<file path="src/rtl/branch_fetch_ctrl.sv">
// Fetch PC sequencing with BHT/BTB prediction, IF/ID capture and decode-stage misprediction recovery.
// Define BRANCH_STATS_EN to enable the saturating branch_count / mispredict_count registers.
module branch_fetch_ctrl #(
   parameter logic [15:0] RESET_PC = 16'h0000
) (
   input  logic        clk,
   input  logic        rst_n,
   input  logic        stall,
   input  logic        halt,
   input  logic        bht_taken,
   input  logic [1:0]  bht_prediction,
   input  logic [15:0] btb_target,
   input  logic        id_is_branch,
   input  logic        id_actual_taken,
   input  logic [15:0] id_actual_target,
   output logic [15:0] PC_curr,
   output logic [15:0] IF_ID_PC_curr,
   output logic [1:0]  IF_ID_prediction,
   output logic        IF_ID_pred_taken,
   output logic [15:0] IF_ID_pred_target,
   output logic        IF_ID_valid,
   output logic        bht_wen,
   output logic        bht_enable,
   output logic        flush,
   output logic [15:0] branch_count,
   output logic [15:0] mispredict_count
);

   logic [15:0] pc_p0;
   logic [15:0] if_id_pc_p1;
   logic [1:0]  if_id_pred_p1;
   logic        if_id_taken_p1;
   logic [15:0] if_id_target_p1;
   logic        vld_p1;

   logic [15:0] pc_plus2;
   logic [15:0] id_plus2;
   logic [15:0] redirect;
   logic        resolve;
   logic        br_resolve;
   logic        mispredict;

   always_comb begin
      pc_plus2   = pc_p0 + 16'd2;
      id_plus2   = if_id_pc_p1 + 16'd2;
      resolve    = vld_p1 & ~stall;
      br_resolve = resolve & id_is_branch;
      mispredict = resolve & (
                     (id_is_branch & (id_actual_taken != if_id_taken_p1)) |
                     (id_is_branch & id_actual_taken & if_id_taken_p1 &
                      (id_actual_target != if_id_target_p1)) |
                     (~id_is_branch & if_id_taken_p1));
      redirect   = (id_is_branch & id_actual_taken) ? id_actual_target : id_plus2;
   end

   // Stage 0: fetch PC; a resolved mispredict overrides stall and halt
   always_ff @(posedge clk or negedge rst_n) begin
      if (!rst_n) begin
         pc_p0 <= RESET_PC;
      end else if (mispredict) begin
         pc_p0 <= redirect;
      end else if (!(stall || halt)) begin
         pc_p0 <= bht_taken ? btb_target : pc_plus2;
      end
   end

   // Stage 1: IF/ID register; the squashed wrong-path slot is cleared to zero
   always_ff @(posedge clk or negedge rst_n) begin
      if (!rst_n) begin
         if_id_pc_p1     <= 16'h0000;
         if_id_pred_p1   <= 2'b00;
         if_id_taken_p1  <= 1'b0;
         if_id_target_p1 <= 16'h0000;
         vld_p1          <= 1'b0;
      end else if (mispredict || (!stall && halt)) begin
         if_id_pc_p1     <= 16'h0000;
         if_id_pred_p1   <= 2'b00;
         if_id_taken_p1  <= 1'b0;
         if_id_target_p1 <= 16'h0000;
         vld_p1          <= 1'b0;
      end else if (!stall) begin
         if_id_pc_p1     <= pc_p0;
         if_id_pred_p1   <= bht_prediction;
         if_id_taken_p1  <= bht_taken;
         if_id_target_p1 <= bht_taken ? btb_target : pc_plus2;
         vld_p1          <= 1'b1;
      end
   end

`ifdef BRANCH_STATS_EN
   function automatic logic [15:0] sat_inc(input logic [15:0] v);
      return (v == 16'hFFFF) ? v : v + 16'd1;
   endfunction

   logic [15:0] br_cnt_p1;
   logic [15:0] mp_cnt_p1;

   always_ff @(posedge clk or negedge rst_n) begin
      if (!rst_n) begin
         br_cnt_p1 <= 16'h0000;
         mp_cnt_p1 <= 16'h0000;
      end else begin
         if (br_resolve) br_cnt_p1 <= sat_inc(br_cnt_p1);
         if (mispredict) mp_cnt_p1 <= sat_inc(mp_cnt_p1);
      end
   end

   assign branch_count     = br_cnt_p1;
   assign mispredict_count = mp_cnt_p1;
`else
   assign branch_count     = 16'h0000;
   assign mispredict_count = 16'h0000;
`endif

   assign PC_curr           = pc_p0;
   assign IF_ID_PC_curr     = if_id_pc_p1;
   assign IF_ID_prediction  = if_id_pred_p1;
   assign IF_ID_pred_taken  = if_id_taken_p1;
   assign IF_ID_pred_target = if_id_target_p1;
   assign IF_ID_valid       = vld_p1;
   assign bht_wen           = br_resolve;
   assign bht_enable        = ~stall;
   assign flush             = mispredict;

endmodule

</file>
<file path="config.mk">
export PLATFORM = sky130hd
export DESIGN_NAME = branch_fetch_ctrl
export DESIGN_NICKNAME = d
export VERILOG_FILES = /design/src/rtl/branch_fetch_ctrl.sv
export SDC_FILE = /design/constraint.sdc
export NUM_CORES = 1
export LEC_CHECK = 0
export ABC_AREA = 1
export CORE_MARGIN = 10
export CORE_UTILIZATION = 30
export DETAILED_ROUTE_END_ITERATION = 10
export GPL_TIMING_DRIVEN = 0
export SLEW_MARGIN = 20
export SYNTH_ARGS = -nofsm -noshare
export SYNTH_HDL_FRONTEND = slang
export SYNTH_SLANG_ARGS = --single-unit
</file>
<file path="constraint.sdc">
create_clock -name clk -period 2.1 [get_ports clk]
set_clock_uncertainty 0.1 [all_clocks]
set_input_delay 0.42 -clock clk [delete_from_list [all_inputs] [get_ports clk]]
set_output_delay 0.42 -clock clk [all_outputs]
set_load 0.005 [all_outputs]
</file>
==> flow_summary.ini <==
[run_status]
failed_checks = negative setup slack
status = finished with violations

[global_route]
grtUsageTotal_pct = 16.6
grt_pass1_vias = 3886
grt_pass1_wl_microns = 21700
grt_max_degree = 53
grt.overflow.total = 0
grt_antenna_before_repair = 0

[sta]
rsz0062_at_grt = yes
finalSetupViolCount = 1
hold_viol_final = 0
fin_hold_ws_ns = 0.0599
clock.fmax_mhz = 474
fin_ws_ns = -0.00905
slew-limit-headroom_pct = 53.0
fin_tns_setup_ns = -0.00905
worstMarginPinSlew_ns = 0.705
period_needed_ns = 2.11
slew_violations = 0
post-route-period-util_pct = 100

[route]
ant_nets = 0
drt-wirelength-per-cell_microns = 17.3
routed_wl_microns = 14200
drtPass1Iterations = 5
drt_iter0_markers = 286
drc = 0
vias = 3973
vias_per_cell = 4.85

[clocking]
cts_buffer_depth = 2
cts.sinks = 52
cts_tree = done
root_buffer = clkbuf_16
cts_hold_buf = 0
numCtsBuffers = 5
h-tree-depth = 2
clk_latency_ns = 0.30
path_clk_slew_ns = 0.08

[critical_path]
crit_buf_inv = 3
cpLargestDelayFamily = simple AND/OR/NAND/NOR gates
worstPathMaxFanout = 3
path_class = reg2out
critPathRequiredTime_ns = 1.58
cpMostUsedCell = nand2_1
crit_path_max_incr_delay_ns = 0.38
end_kind = primary output
worst_setup_path_start_kind = flip-flop
crit_arrival_ns = 1.59
crit_chain = inv_2 > nand2_1 > nand2_1 > nor2_2 > nand2_1 > nor2_1 > nand3_2 > nand2_2 > inv_4 > buf_6
crit_slowest_cell = dfrtp_1

[finish]
fin_nets = 716
final_common_cell = nand2_1
final_cell_mix = nand2_1, clkdlybuf4s50_1, nand3_1
final.fill_count = 1211
final_cell_area_sq_mm = 0.00531
instances_no_fill = 820
drive_above_1_share_pct = 18.0
diodes = 0
syn_to_final_growth_pct = 45.5

[synthesis]
synthAdderAreaFrac_pct = 0.686
synth_cell_types = 33
ys.warnings.count = 0
synth_area_sq_mm = 0.00365
ys_seq_elements = 52
synth_top_family_by_area = simple AND/OR/NAND/NOR gates
synth_edf_count = 0
synth_xor_area_share_pct = 2.40
async_flop_share_pct = 100
synth_compound_area_share_pct = 10.8
synth.avg_cell_area_sq_um = 7.03
synth_cells = 519
yosys.area_share.simple_pct = 34.7
ys_seq_area_share_pct = 35.7
synth_mux_area_share_pct = 0
synthFlopType = dfrtp_1

[floorplan]
rows = 40
dieWidth_microns = 130
initial_utilization_pct = 30.5
fp.dieH_microns = 130
ios = 128
placeableCoreArea_sq_mm = 0.0120
fp.dieArea_sq_mm = 0.0170

[power]
p_leak_nw = 2.55
power.density_mw_per_mm2 = 668
peakVddDrop_uv = 335
p_total_mw = 3.55

[placement]
routabilityCongestion = 0.916
placed_area_sq_mm = 0.00490
dpl.hpwl_microns = 10900
numPortBuffers = 95
dp_cells = 792

[worst_hold_path]
hp-class = in2async

[run]
maxCapViolCount = 0
-- synth_stat cells, types with 2 or more instances --
master,n,area (sq um)
nand3_1,64,320
o22ai_1,4,25.0
nand3_2,10,100
nand4_1,9,56.3
o22ai_2,9,113
xnor2_1,5,43.8
a21oi_1,5,25.0
buf_4,32,240
o21ai_0,29,145
nand2_1,166,623
o21ai_1,10,50.1
a31oi_1,2,12.5
dfrtp_1,52,1300
buf_2,3,15.0
buf_6,4,45.0
nor2_2,3,18.8
clkbuf_1,8,30.0
nor2_1,24,90.1
inv_1,56,210
ha_1,2,25.0
xor2_1,5,43.8
nor3_1,4,20.0
nand2_2,3,18.8
-- what timing repair did --
action | in CTS | in global routing
setup endpoints to repair | 55 | 13
hold endpoints to repair | 0 | 0
pin swaps | 15 | 9
setup buffers | 21 | 3
gates resized for setup | 47 | 15
-- stage by stage --
step	worst slack (ns)	utilization, %
global placement	-1.23	41.0
detailed placement	-1.18	41.0
CTS	-0.127	44.2
global route	-0.0912	44.4
finish	-0.00905	44.4
floorplan	0.337	-
-- final timing paths --
| check | start | to | slack (ns) | cells after the start |
|---|---|---|---|---|
| worst max-delay path | IF_ID_pred_target[6] | flush | -0.009 | 10 |
| worst min-delay path | rst_n | IF_ID_pred_target[2] | 0.06 | 1 |
| worst max register to register | IF_ID_pred_target[8] | IF_ID_pred_target[8] | 0.05 | 13 |
| worst min register to register | IF_ID_prediction[1] | IF_ID_prediction[1] | 0.38 | 2 |
| max in group asynchronous | rst_n | PC_curr[1] | 1.34 | 1 |
| min in group clk | IF_ID_prediction[1] | IF_ID_prediction[1] | 0.38 | 2 |
-- worst register-to-register path, cell delays in order (launching register included) --
cell,delay (ns)
dfrtp_1,0.39
inv_2,0.06
buf_4,0.12
buf_4,0.12
buf_4,0.12
buf_4,0.12
buf_4,0.12
buf_4,0.11
buf_4,0.12
buf_4,0.12
buf_4,0.12
buf_4,0.12
buf_4,0.12
o22ai_2,0.12
-- report_power, final --
group          leakage [nW]  internal [mW]  switching [mW]
Clock                0.0899          0.678           0.398
Combinational          1.77          0.583           0.551
Sequential            0.683           1.14           0.199
-- cell families after synthesis --
kind of cell    count (synthesis)
simple gates                  285
buf+inv                       107
compound gates                 62
flops                          52
xor+xnor                       10
fa+ha+maj                       2
other cells                     1
-- layout make-up --
type                            count  area (sq um)  area share [%]
Inverter                           58           223            4.19
Timing Repair Buffer              118          1110            21.0
Buffer                             47           348            6.55
Clock buffer                        5           125            2.36
Tap cell                          147           184            3.46
Clock inverter                      2          60.1            1.13
Sequential cell                    52          1300            24.5
Multi-Input combinational cell    391          1950            36.8
-- per-layer routing --
metal  wire length (microns)  track usage, %  part of all wire, %
met5                       0               0                    0
met4                     132            2.91                 0.93
met3                    1240            4.10                  8.7
met2                    6640            27.5                   47
met1                    6160            21.5                   43
-- flip-flops by register name, indices dropped and copies added, names as in the netlist --
| signal | cells |
|---|---|
| IF_ID_valid | 1 |
| IF_ID_PC_curr | 16 |
| IF_ID_pred_taken | 1 |
| PC_curr | 16 |
| IF_ID_prediction | 2 |
| IF_ID_pred_target | 16 |
(Power assumes the default switching activity.)
